## config.mk

```make
export PLATFORM = sky130hd
export DESIGN_NAME = store_rmw_unit
export DESIGN_NICKNAME = d
export VERILOG_FILES = /design/src/rtl/store_pkg.sv /design/src/rtl/store_lane_merge.sv /design/src/rtl/store_rmw_unit.sv
export SDC_FILE = /design/constraint.sdc
export NUM_CORES = 1
export LEC_CHECK = 0
export BUFFER_PORTS_ARGS = -buffer_cell sky130_fd_sc_hd__buf_2
export CELL_PAD_IN_SITES_DETAIL_PLACEMENT = 0
export CELL_PAD_IN_SITES_GLOBAL_PLACEMENT = 1
export CORE_MARGIN = 1.5
export CORE_UTILIZATION = 30
export DETAILED_ROUTE_END_ITERATION = 10
export GPL_TIMING_DRIVEN = 0
export MAX_ROUTING_LAYER = met4
export PLACE_DENSITY_LB_ADDON = 0.05
export SLEW_MARGIN = 20
export SYNTH_ARGS = -nofsm -noshare
export SYNTH_HDL_FRONTEND = slang
export SYNTH_SLANG_ARGS = --single-unit
```

## constraint.sdc

```tcl
create_clock -name clk -period 8.2 [get_ports clk]
set_clock_uncertainty 0.1 [all_clocks]
set_input_delay 1.23 -clock clk [delete_from_list [all_inputs] [get_ports clk]]
set_output_delay 1.23 -clock clk [all_outputs]
set_load 0.05 [all_outputs]
```

## src/rtl/store_pkg.sv

```systemverilog
// Shared encodings, FSM state type and size decode for the store read-modify-write unit.
package store_pkg;

    localparam logic [2:0] ST_B = 3'b000;
    localparam logic [2:0] ST_H = 3'b001;
    localparam logic [2:0] ST_W = 3'b010;
    localparam logic [2:0] ST_D = 3'b011;

    typedef enum logic [1:0] {
        StIdle,
        StRdReq,
        StRdWait,
        StWrite
    } st_state_e;

    // Access size in bytes; 0 marks an encoding with no defined size.
    function automatic logic [3:0] size_bytes(input logic [2:0] funct3);
        case (funct3)
            ST_B:    size_bytes = 4'd1;
            ST_H:    size_bytes = 4'd2;
            ST_W:    size_bytes = 4'd4;
            ST_D:    size_bytes = 4'd8;
            default: size_bytes = 4'd0;
        endcase
    endfunction

endpackage

```

## src/rtl/store_lane_merge.sv

```systemverilog
// Combinational byte-lane insert: replaces bytes [off, off+size) of the old word with the
// low bytes of the new data.
module store_lane_merge #(
    parameter int unsigned XLEN  = 32,
    parameter int unsigned OFF_W = $clog2(XLEN / 8)
) (
    input  logic [XLEN-1:0]  i_old,
    input  logic [XLEN-1:0]  i_new,
    input  logic [OFF_W-1:0] i_off,
    input  logic [3:0]       i_size,
    output logic [XLEN-1:0]  o_merged
);

    localparam int NB = int'(XLEN / 8);

    logic [XLEN-1:0] w_shifted;

    assign w_shifted = i_new << {i_off, 3'b000};

    always_comb begin
        o_merged = i_old;
        for (int b = 0; b < NB; b++) begin
            if (b >= int'(i_off) && b < int'(i_off) + int'(i_size)) begin
                o_merged[8*b +: 8] = w_shifted[8*b +: 8];
            end
        end
    end

endmodule

```

## src/rtl/store_rmw_unit.sv

```systemverilog
// Ex/Mem store unit: aligns and merges sub-word stores via read-modify-write, writes full words
// directly. Optional macro STORE_FWD_EN forwards the last written word to skip the memory read.
module store_rmw_unit
    import store_pkg::*;
#(
    parameter int unsigned XLEN   = 32,
    parameter int unsigned ADDR_W = 32,
    parameter int unsigned OFF_W  = $clog2(XLEN / 8)
) (
    input  logic              clk,
    input  logic              reset_n,
    input  logic              req_valid,
    output logic              req_ready,
    input  logic [ADDR_W-1:0] req_addr,
    input  logic [XLEN-1:0]   req_data,
    input  logic [2:0]        req_funct3,
    output logic              mem_rd_req,
    output logic [ADDR_W-1:0] mem_rd_addr,
    input  logic              mem_rd_valid,
    input  logic [XLEN-1:0]   mem_rd_data,
    output logic              mem_wr_en,
    output logic [ADDR_W-1:0] mem_wr_addr,
    output logic [XLEN-1:0]   mem_wr_data,
    output logic              done,
    output logic              misalign
);

    st_state_e         r_state_q, w_state_d;
    logic [ADDR_W-1:0] r_waddr;
    logic [XLEN-1:0]   r_data, r_wr_data;
    logic [OFF_W-1:0]  r_off;
    logic [3:0]        r_size;
    logic              r_rd_req, r_wr_en, r_done, r_misalign;

    logic [OFF_W-1:0]  w_off;
    logic [ADDR_W-1:0] w_waddr;
    logic [3:0]        w_size;
    logic              w_illegal, w_misal, w_full;
    logic              w_accept, w_reject, w_go, w_fwd_hit;
    logic [XLEN-1:0]   w_mrg_old, w_mrg_new, w_merged;
    logic [OFF_W-1:0]  w_mrg_off;
    logic [3:0]        w_mrg_size;

    assign w_off     = req_addr[OFF_W-1:0];
    assign w_waddr   = {req_addr[ADDR_W-1:OFF_W], {OFF_W{1'b0}}};
    assign w_size    = size_bytes(req_funct3);
    assign w_illegal = req_funct3[2] || (req_funct3 == ST_D && XLEN != 64);
    assign w_misal   = (4'(w_off) & (w_size - 4'd1)) != 4'd0;
    assign w_full    = 32'(w_size) == XLEN / 8;

    assign w_accept  = req_valid && (r_state_q == StIdle);
    assign w_reject  = w_accept && (w_illegal || w_misal);
    assign w_go      = w_accept && !w_illegal && !w_misal;

`ifdef STORE_FWD_EN
    logic [ADDR_W-1:0] r_last_addr;
    logic [XLEN-1:0]   r_last_data;
    logic              r_last_vld;

    assign w_fwd_hit  = w_go && !w_full && r_last_vld && (w_waddr == r_last_addr);
    assign w_mrg_old  = w_fwd_hit ? r_last_data : mem_rd_data;
    assign w_mrg_new  = w_fwd_hit ? req_data    : r_data;
    assign w_mrg_off  = w_fwd_hit ? w_off       : r_off;
    assign w_mrg_size = w_fwd_hit ? w_size      : r_size;

    // Snapshot each word as it is written so a following store to it can skip the read.
    always_ff @(posedge clk) begin
        if (!reset_n) begin
            r_last_addr <= '0;
            r_last_data <= '0;
            r_last_vld  <= 1'b0;
        end else if (r_state_q == StWrite) begin
            r_last_addr <= r_waddr;
            r_last_data <= r_wr_data;
            r_last_vld  <= 1'b1;
        end
    end
`else
    assign w_fwd_hit  = 1'b0;
    assign w_mrg_old  = mem_rd_data;
    assign w_mrg_new  = r_data;
    assign w_mrg_off  = r_off;
    assign w_mrg_size = r_size;
`endif

    store_lane_merge #(
        .XLEN  (XLEN),
        .OFF_W (OFF_W)
    ) u_merge (
        .i_old    (w_mrg_old),
        .i_new    (w_mrg_new),
        .i_off    (w_mrg_off),
        .i_size   (w_mrg_size),
        .o_merged (w_merged)
    );

    always_comb begin
        w_state_d = r_state_q;
        unique case (r_state_q)
            StIdle: begin
                if (w_go) w_state_d = (w_full || w_fwd_hit) ? StWrite : StRdReq;
            end
            StRdReq:  w_state_d = StRdWait;
            StRdWait: if (mem_rd_valid) w_state_d = StWrite;
            StWrite:  w_state_d = StIdle;
            default:  w_state_d = StIdle;
        endcase
    end

    // Strobes are registered from the next state so they coincide with the state they belong to.
    always_ff @(posedge clk) begin
        if (!reset_n) begin
            r_state_q  <= StIdle;
            r_rd_req   <= 1'b0;
            r_wr_en    <= 1'b0;
            r_done     <= 1'b0;
            r_misalign <= 1'b0;
            r_waddr    <= '0;
            r_data     <= '0;
            r_off      <= '0;
            r_size     <= '0;
            r_wr_data  <= '0;
        end else begin
            r_state_q  <= w_state_d;
            r_rd_req   <= (w_state_d == StRdReq);
            r_wr_en    <= (w_state_d == StWrite);
            r_done     <= (w_state_d == StWrite) || w_reject;
            r_misalign <= w_reject;
            if (w_go) begin
                r_waddr <= w_waddr;
                r_data  <= req_data;
                r_off   <= w_off;
                r_size  <= w_size;
            end
            if (w_go && w_full) begin
                r_wr_data <= req_data;
            end else if (w_fwd_hit || (r_state_q == StRdWait && mem_rd_valid)) begin
                r_wr_data <= w_merged;
            end
        end
    end

    assign req_ready   = (r_state_q == StIdle);
    assign mem_rd_req  = r_rd_req;
    assign mem_rd_addr = r_waddr;
    assign mem_wr_en   = r_wr_en;
    assign mem_wr_addr = r_waddr;
    assign mem_wr_data = r_wr_data;
    assign done        = r_done;
    assign misalign    = r_misalign;

endmodule

```

Word level (Yosys, flattened, before mapping)
Cells that the tools add are included.
W data, S select, Z words.
{"block": "totals", "ff_bits": 106, "word_cells": 59, "inputBits": 103}
{"block": "classes", "bitwise_logic": 1, "shifts": 1, "reduce_logical": 18, "mux": 11, "n_lt_le_gt_ge": 7, "eq_ne": 9, "addsub": 2}
{"cell": "$lt A3 B32 Y1 const A", "n": 2}
{"cell": "$mux W32", "n": 2}
{"cell": "$lt A1 B32 Y1 const A", "n": 1}
{"cell": "$lt A2 B32 Y1 const A", "n": 1}
{"cell": "$mux W8", "n": 4}
{"cell": "$shl A32 B5 Y32", "n": 1}
{"cell": "$pmux W4 S4", "n": 1}
{"cell": "$logic_and A1 B1 Y1", "n": 9}
{"cell": "$pmux W2 S4", "n": 1}
{"cell": "$eq A2 B2 Y1 const B", "n": 3}
{"cell": "$eq A3 B2 Y1 const B", "n": 2}
{"cell": "$mux W2", "n": 3}
{"cell": "$add A2 B4 Y5", "n": 1}
{"cell": "$and A2 B4 Y4", "n": 1}
{"cell": "$eq A2 B1 Y1 const B", "n": 2}
{"cell": "$eq A4 B3 Y1 const B", "n": 1}
{"cell": "$ge A1 B2 Y1 const A", "n": 2}
{"cell": "$reduce_bool A4 Y1", "n": 1}
{"cell": "$sub A4 B1 Y4 const B", "n": 1}
{"cell": "$eq A3 B1 Y1 const B", "n": 1}
{"cell": "$logic_not A3 Y1", "n": 1}
{"cell": "$logic_or A1 B1 Y1", "n": 3}
{"cell": "$ge A2 B2 Y1 const A", "n": 1}
{"cell": "$logic_not A1 Y1", "n": 2}
{"cell": "2 further kinds", "n": 2}

Logic depth before layout (Yosys ltp)
Gate-level depths: netlist of run 1.
{"block": "depth", "word_depth": 11, "depth_mapped": 8, "ltp_nobuf": 7}

By module
Synthesis of run 1 repeated with hierarchy kept, for this count alone.
{"block": "hier_totals", "hier_cells": 639, "area_unflattened_um2": 5617.9}
{"module": "store_rmw_unit", "cells_each": 511, "n_inst": 1, "seq_area_each_um2": 2122.0, "area_per_inst_um2": 4626.9}
{"module": "store_lane_merge", "cells_each": 128, "n_inst": 1, "seq_area_each_um2": 0.0, "area_per_inst_um2": 991.0}

Least setup slack after synthesis of run 1
No wires, ideal clock.
{"block": "synth_timing", "path_kind": "input port to flip-flop", "from": "input port req_funct3[0]", "to": "register r_wr_data[24], in the netlist mem_wr_data[24]", "required_ns": 7.968, "arrival_ns": 2.592, "cell_stages": 7, "n_path_buf": 3, "setup_slack_ns": 5.376, "setup_ns": 0.132, "path_cell_list": "buf_2 -> or4b_4 -> buf_6 -> buf_6 -> or3_1 -> o311ai_0 -> nor3_2"}
{"block": "synth_between", "elab_chain_len": 9}
{"item": "start: declaration", "line_no": "store_rmw_unit.sv:16", "source": "input logic [2:0] req_funct3,"}
{"item": "$eq A3 B2 Y1 (tied with other cells)", "line_no": "store_pkg.sv:18, store_rmw_unit.sv:47"}
{"item": "$pmux W4 S4", "line_no": "store_pkg.sv:18", "source": "case (funct3)"}
{"item": "$sub A4 B1 Y4", "line_no": "store_rmw_unit.sv:48", "source": "assign w_misal = (4'(w_off) & (w_size - 4'd1)) != 4'd0;"}
{"item": "$and A2 B4 Y4", "line_no": "store_rmw_unit.sv:48"}
{"item": "$reduce_bool A4 Y1", "line_no": "store_rmw_unit.sv:48"}
{"item": "$logic_not A1 Y1", "line_no": "store_rmw_unit.sv:53", "source": "assign w_go = w_accept && !w_illegal && !w_misal;"}
{"item": "$logic_and A1 B1 Y1", "line_no": "store_rmw_unit.sv:53"}
{"item": "$logic_and A1 B1 Y1 *", "line_no": "store_rmw_unit.sv:135", "source": "if (w_go && w_full) begin"}
{"item": "$mux W32 or $reduce_bool A2 Y1 (tied branches)"}
{"item": "end signal: assignment", "line_no": "store_rmw_unit.sv:136", "source": "r_wr_data <= req_data;"}
{"item": "end signal: assignment", "line_no": "store_rmw_unit.sv:138", "source": "r_wr_data <= w_merged;"}
{"item": "end: declaration", "line_no": "store_rmw_unit.sv:30", "source": "logic [XLEN-1:0] r_data, r_wr_data;"}
Mark *: on every way between the ends. The rest lies on a longest branch, timed or not.
A chain may end at the register's enable or synchronous reset.

Worst setup path after layout of run 1
{"block": "layout_timing", "from": "register r_off[1]", "to": "register r_wr_data[1], in the netlist mem_wr_data[1]"}
{"block": "layout_between", "elab_chain_len": 6}
{"item": "start: declaration", "line_no": "store_rmw_unit.sv:31", "source": "logic [OFF_W-1:0] r_off;"}
{"item": "start signal: assignment", "line_no": "store_rmw_unit.sv:132", "source": "r_off <= w_off;"}
{"item": "$add A2 B4 Y5", "line_no": "store_lane_merge.sv:23", "source": "if (b >= int'(i_off) && b < int'(i_off) + int'(i_size)) begin"}
{"item": "$lt A1 B32 Y1", "line_no": "store_lane_merge.sv:23"}
{"item": "$logic_and A1 B1 Y1", "line_no": "store_lane_merge.sv:23"}
{"item": "$mux W8 *", "line_no": "store_lane_merge.sv:23"}
{"item": "$mux W32 *", "line_no": "store_rmw_unit.sv:137", "source": "end else if (w_fwd_hit || (r_state_q == StRdWait && mem_rd_valid)) begin"}
{"item": "$mux W32 *", "line_no": "store_rmw_unit.sv:135"}
Mark *: on every way between the ends. The rest lies on a longest branch, timed or not. The select of a mux whose other input is x is not followed.

==> results of run 1 <==
-- critical path, cell delays in order (launching register included) --
cell      delay, ns
dfxtp_1        0.40
clkinv_1       0.33
fa_1           0.70
or3b_1         0.35
buf_1          0.22
nor3_1         0.68
o21ai_0        0.21
a31oi_1        0.22
-- stage by stage --
| step | hold slack (ns) | setup slack, ns | cell area [sq um] | total power, mW | util (%) |
|---|---|---|---|---|---|
| after global routing | 0.413 | 4.63 | 7510 | 1.57 | 39.8 |
| final | 0.383 | 4.91 | 7510 | 1.51 | 39.8 |
| after global placement | 0.369 | 4.66 | 7160 | 1.00 | 37.9 |
| after detailed placement | 0.378 | 4.67 | 7160 | 1.01 | 37.9 |
| after floorplan | 0.356 | 5.38 | 5850 | 0.872 | - |
| after CTS | 0.388 | 4.96 | 7500 | 1.53 | 39.7 |
-- where the power goes --
group	internal [mW]	switching [mW]	total (mW)
Sequential	0.551	0.0242	0.575
Combinational	0.117	0.305	0.422
Clock	0.308	0.207	0.516
-- cells in the final DEF (no fill, tap or decap), drive strengths merged, types with 3 or more instances in the layout --
cell type	instances
buf	262
dfxtp	106
o21ai	93
nand3	74
a21boi	68
clkbuf	51
nand2	32
mux2i	24
or3	21
o211ai	18
a31oi	14
o311ai	14
a21oi	11
and3	10
o211a	10
nor3	9
a221oi	8
nor4	8
o2bb2ai	8
o2111ai	8
inv	7
nor2	6
nor2b	5
ha	5
conb	4
diode	3
bufinv	3
clkinv	3
-- kinds of logic (layout without fill, tap and decap cells) --
family / count (synthesis) / count (layout) / share of synthesized area [%]
mux: 24 / 24 / 4.12
simple gates: 176 / 176 / 16.2
flops: 106 / 106 / 36.4
compound gates: 266 / 266 / 31.5
fa+ha+maj: 6 / 6 / 1.42
buf+inv: 113 / 326 / 10.4
other cells: 1 / 7 / 0.0643
-- cell type report --
| cell class | count | area, sq um | share of cell area [%] |
|---|---|---|---|
| Tap cell | 260 | 325 | 4.33 |
| Sequential cell | 106 | 2120 | 28.3 |
| Multi-Input combinational cell | 476 | 3120 | 41.5 |
| Buffer | 104 | 574 | 7.65 |
| Timing Repair Buffer | 197 | 986 | 13.1 |
| Clock inverter | 4 | 98.8 | 1.32 |
| Inverter | 9 | 33.8 | 0.450 |
| Clock buffer | 12 | 246 | 3.28 |
| Antenna cell | 3 | 7.51 | 0.100 |
-- worst paths after layout --
check,slack [ns],cells after the start,to,start
setup / recovery,4.91,7,mem_wr_data[1]$_SDFFE_PN0P_,r_off[1]$_SDFFE_PN0P_
hold / removal,0.38,2,r_data[25]$_SDFFE_PN0P_,r_data[25]$_SDFFE_PN0P_
setup reg to reg,4.91,7,mem_wr_data[1]$_SDFFE_PN0P_,r_off[1]$_SDFFE_PN0P_
hold reg to reg,0.38,2,r_data[25]$_SDFFE_PN0P_,r_data[25]$_SDFFE_PN0P_
-- registers in the layout (all words and copies together) (netlist names) --
signal       count
mem_rd_req       1
r_size           4
done             1
r_off            2
r_data          32
mem_wr_en        1
r_state_q        2
misalign         1
mem_wr_data     32
mem_rd_addr     30
-- per-layer routing --
metal / global-route usage [%] / wire, microns / vias to the layer above
met4: 7.76 / 604 / 0
met5: - / 0 / -
met1: 29.9 / 10500 / 2952
met2: 35.7 / 10500 / 233
met3: 4.88 / 1520 / 31
li1: - / - / 2974
==> results.cfg, run 1 <==
[status]
status = finished, final reports clean

[logic_synthesis]
synthTopCellsByArea = dfxtp_1 36%, a21boi_0 8.6%, o21ai_0 7.9%
synth.most_common_cell = dfxtp_1
synthCells = 692
synth_seq_area_share_pct = 36.4
synth_edf_count = 0
synth.avg_cell_area_sq_um = 8.43
ys_seq_elements = 106
yosys_warnings = 0
synth_cell_types = 54
synth_top_area_share_pct = 36.4
synth_flop_cell = dfxtp_1
async_flop_share_pct = 0
yosys.area.top_type = dfxtp_1
post_synth_instance_area_sq_um = 5840
netlist_top_cells_count = 106 x dfxtp_1, 92 x o21ai_0, 74 x nand3_1

[sta]
fin_crit_ns = 3.29
fmax_mhz = 304
slew_headroom_pct = 42.3
maxSlewViolCount = 0
min_period_over_period_pct = 40.1
setup_viol = 0
worst_pin_slew_ns = 0.865
grt_setup_unrepaired = false
hold_viol_final = 0
fin_setup_tns_ns = 0

[final_layout]
nets = 1012
drive_gt1_share_pct = 30.2
fillCellCount = 2063
instances_no_fill = 1171
syn_to_final_growth_pct = 28.7

[global_route]
grt_usage_pct = 23.1
gr-total-overflow = 0
grt_antenna_before_repair = 3
grt_pass1_vias = 6029
grt_pass1_wl_mm = 34.3
grt_max_degree = 17

[floorplan]
die_area_sq_um = 20300
die-height_microns = 142
fp.dieW_microns = 142
core_area_sq_um = 18900
rows = 50
start_util_pct = 30.9
io_pins = 204

[clock_network]
cts_tree = yes
insertion_delay_ns = 0.36
numCtsBuffers = 9
postCtsSetupBuffers = 0
h-tree-depth = 3
holdBufCountCts = 0
clk_pin_slew_worst_paths_ns = 0.07
cts_sinks = 106
cts.path.max_buffers = 2
root_buffer = clkbuf_16
ctsResizeCount = 0

[place]
hpwlAfterDp_mm = 18.0
place_inst = 1152
io_buffers = 197
gp_congestion = 0.878

[pwr]
vdd_drop_max_mv = 0.0955
p_per_area_nw_per_um2 = 201
leakage_nw = 3.10

[setup_path]
required_ns = 8.37
cp_max_fo = 10
arrival_ns = 3.46
cp-end-kind = register
start_kind = register
crit_type = reg2reg

[route]
wl_per_cell_microns = 19.7
drt_iter0_drc = 308
drt-pass1-iter-count = 5
dr_total_vias = 6190
drc = 0
wl_mm = 23.1
viasPerCell = 5.29
drtAntennaViolNets = 0

[job]
cap_violations = 0

[hold_path]
hold_class = reg2reg
(Power assumes the default switching activity.)
==> run 2: changes to the inputs <==
==> constraint.sdc (replaced) <==
create_clock -name clk -period 2.9 [get_ports clk]
set_clock_uncertainty 0.1 [all_clocks]
set_input_delay 0.435 -clock clk [delete_from_list [all_inputs] [get_ports clk]]
set_output_delay 0.435 -clock clk [all_outputs]
set_load 0.05 [all_outputs]
==> run 2 against run 1 <==
Against the previous run: global-route usage did not move; cell area rose by 0.53%; non-clock buffer count did not move; count of clock-buffer cells in the layout did not move; via count barely moved; die area did not move; critical path depth did not move; routed wire length rose by 0.26%; critical path type unchanged.
==> results.cfg, run 2 (synthesis gave the netlist of run 1 again) <==
[setup_path]
required_ns = 3.03
cp_max_fo = 10
cp-end-kind = register
rrSetupSlack_ns = 0.05
start_kind = register
worstReg2RegEnd = mem_wr_data[18]$_SDFFE_PN0P_
startpoint = r_off[1]$_SDFFE_PN0P_
r2r-start = r_off[1]$_SDFFE_PN0P_
crit_type = reg2reg
arrival_ns = 2.98
crit_end = mem_wr_data[18]$_SDFFE_PN0P_
worstRegToRegCells = 7

[global_route]
busiest_layer = met2
met1_usage_pct = 29.9
grt_usage_pct = 23.1
gr-total-overflow = 0
grt_max_degree = 17
grt_antenna_before_repair = 3
grtUsageMet3_pct = 4.88
met2_usage_pct = 35.7
grt_pass1_wl_mm = 34.3
grt_pass1_vias = 6028

[route]
drt_iter0_drc = 292
dr_total_vias = 6187
wl_per_cell_microns = 19.8
drc = 0
wl_mm = 23.1
drtAntennaViolNets = 0
drt-pass1-iter-count = 5
viasPerCell = 5.28

[pwr]
vdd_drop_max_mv = 0.270
p_total_mw = 4.29
leakage_nw = 3.12
p_per_area_nw_per_um2 = 568

[floorplan]
die_area_sq_um = 20300
core_area_sq_um = 18900
fp.dieW_microns = 142
die-height_microns = 142
io_pins = 204
start_util_pct = 30.9
rows = 50

[final_layout]
drive_gt1_share_pct = 31.2
final_cell_mix = 212 x buf_2, 106 x dfxtp_1, 90 x o21ai_0
nets = 1012
instances_no_fill = 1171
syn_to_final_growth_pct = 29.4
final_common_cell = buf_2

[clock_network]
cts.path.max_buffers = 2
cts_tree = yes
numCtsBuffers = 9
root_buffer = clkbuf_16
clk_pin_slew_worst_paths_ns = 0.08
h-tree-depth = 3
insertion_delay_ns = 0.36
cts_sinks = 106

[sta]
setup_viol = 0
hold_viol_final = 0
slew_headroom_pct = 42.9
grt_setup_unrepaired = true
fin_setup_tns_ns = 0
fmax_mhz = 351
fin_crit_ns = 2.85
fin_ws_ns = 0.0531
min_period_over_period_pct = 98.2
maxSlewViolCount = 0
whs_ns = 0.230
worst_pin_slew_ns = 0.857

[hold_path]
hold_class = in2reg
min_path_cells = 2

[status]
status = finished, final reports clean

[place]
place_inst = 1152
dp_slack_ns = -0.329
io_buffers = 197
gp_congestion = 0.878
hpwlAfterDp_mm = 18.0

[job]
cap_violations = 0
-- run 2: cell count changes in the layout (fill, tap and decap cells not counted) --
cell | previous run | this run
o2111ai_1 | 8 | 7
nor3_1 | 7 | 6
o21ai_2 | 0 | 1
nor3_4 | 0 | 1
clkbuf_2 | 0 | 2
inv_4 | 0 | 1
o22a_2 | 0 | 1
clkinv_1 | 2 | 1
o2111ai_2 | 0 | 1
o21ai_0 | 91 | 90
clkbuf_1 | 41 | 39
o22a_1 | 2 | 1
nor4_1 | 8 | 6
nor4_2 | 0 | 2
-- run 2: worst min-delay path by stage --
| stage | startpoint | end |
|---|---|---|
| 2_1_floorplan | r_size[0]$_SDFFE_PN0P_ | r_size[0]$_SDFFE_PN0P_ |
| 3_3_place_gp | r_data[31]$_SDFFE_PN0P_ | r_data[31]$_SDFFE_PN0P_ |
| 3_5_place_dp | r_data[25]$_SDFFE_PN0P_ | r_data[25]$_SDFFE_PN0P_ |
| 4_1_cts | mem_rd_data[7] | mem_wr_data[7]$_SDFFE_PN0P_ |
| 5_1_grt | req_addr[17] | mem_rd_addr[17]$_SDFFE_PN0P_ |
| 6_report | mem_rd_data[7] | mem_wr_data[7]$_SDFFE_PN0P_ |
-- run 2: metal layers --
layer | vias to the layer above | share of wire (%)
met1 | 2960 | 45
met2 | 222 | 45
met4 | 0 | 2.7
met5 | - | 0
li1 | 2975 | -
met3 | 30 | 6.8
-- run 2: worst max-delay path, cell delays in order (launching register included) --
cell and delay [ns]:
dfxtp_1 0.43, inv_4 0.11, fa_1 0.47, or3b_2 0.55, o22a_2 0.32, clkbuf_2 0.24, o2111ai_1 0.35, o211ai_1 0.14
-- run 2: metrics by stage --
stage          utilization [%]  cell area, sq um
3_3_place_gp              37.9              7160
2_1_floorplan                -              5850
6_report                  40.0              7550
5_1_grt                   40.0              7550
4_1_cts                   39.8              7510
3_5_place_dp              37.9              7160
-- run 2: final cells by class --
class | count | area, sq um
antenna | 3 | 7.51
buffer | 104 | 577
clock buffer | 12 | 246
clock inverter | 4 | 98.8
fill | 2058 | 11300
inverter | 9 | 36.3
multi-input combinational | 476 | 3150
sequential | 106 | 2120
tap | 260 | 325
timing repair buffer | 197 | 986
-- run 2: power breakdown --
group	leakage [nW]	switching, mW	total, mW	internal (mW)
logic	2.09	0.867	1.20	0.331
registers	0.859	0.0690	1.63	1.56
clock network	0.167	0.589	1.46	0.872
-- run 2: what timing repair did --
action,in CTS,in global routing
gates cloned,0,0
resized for setup,6,6
hold buffers,0,0
endpoints found under the setup margin,27,23
setup buffers,0,0
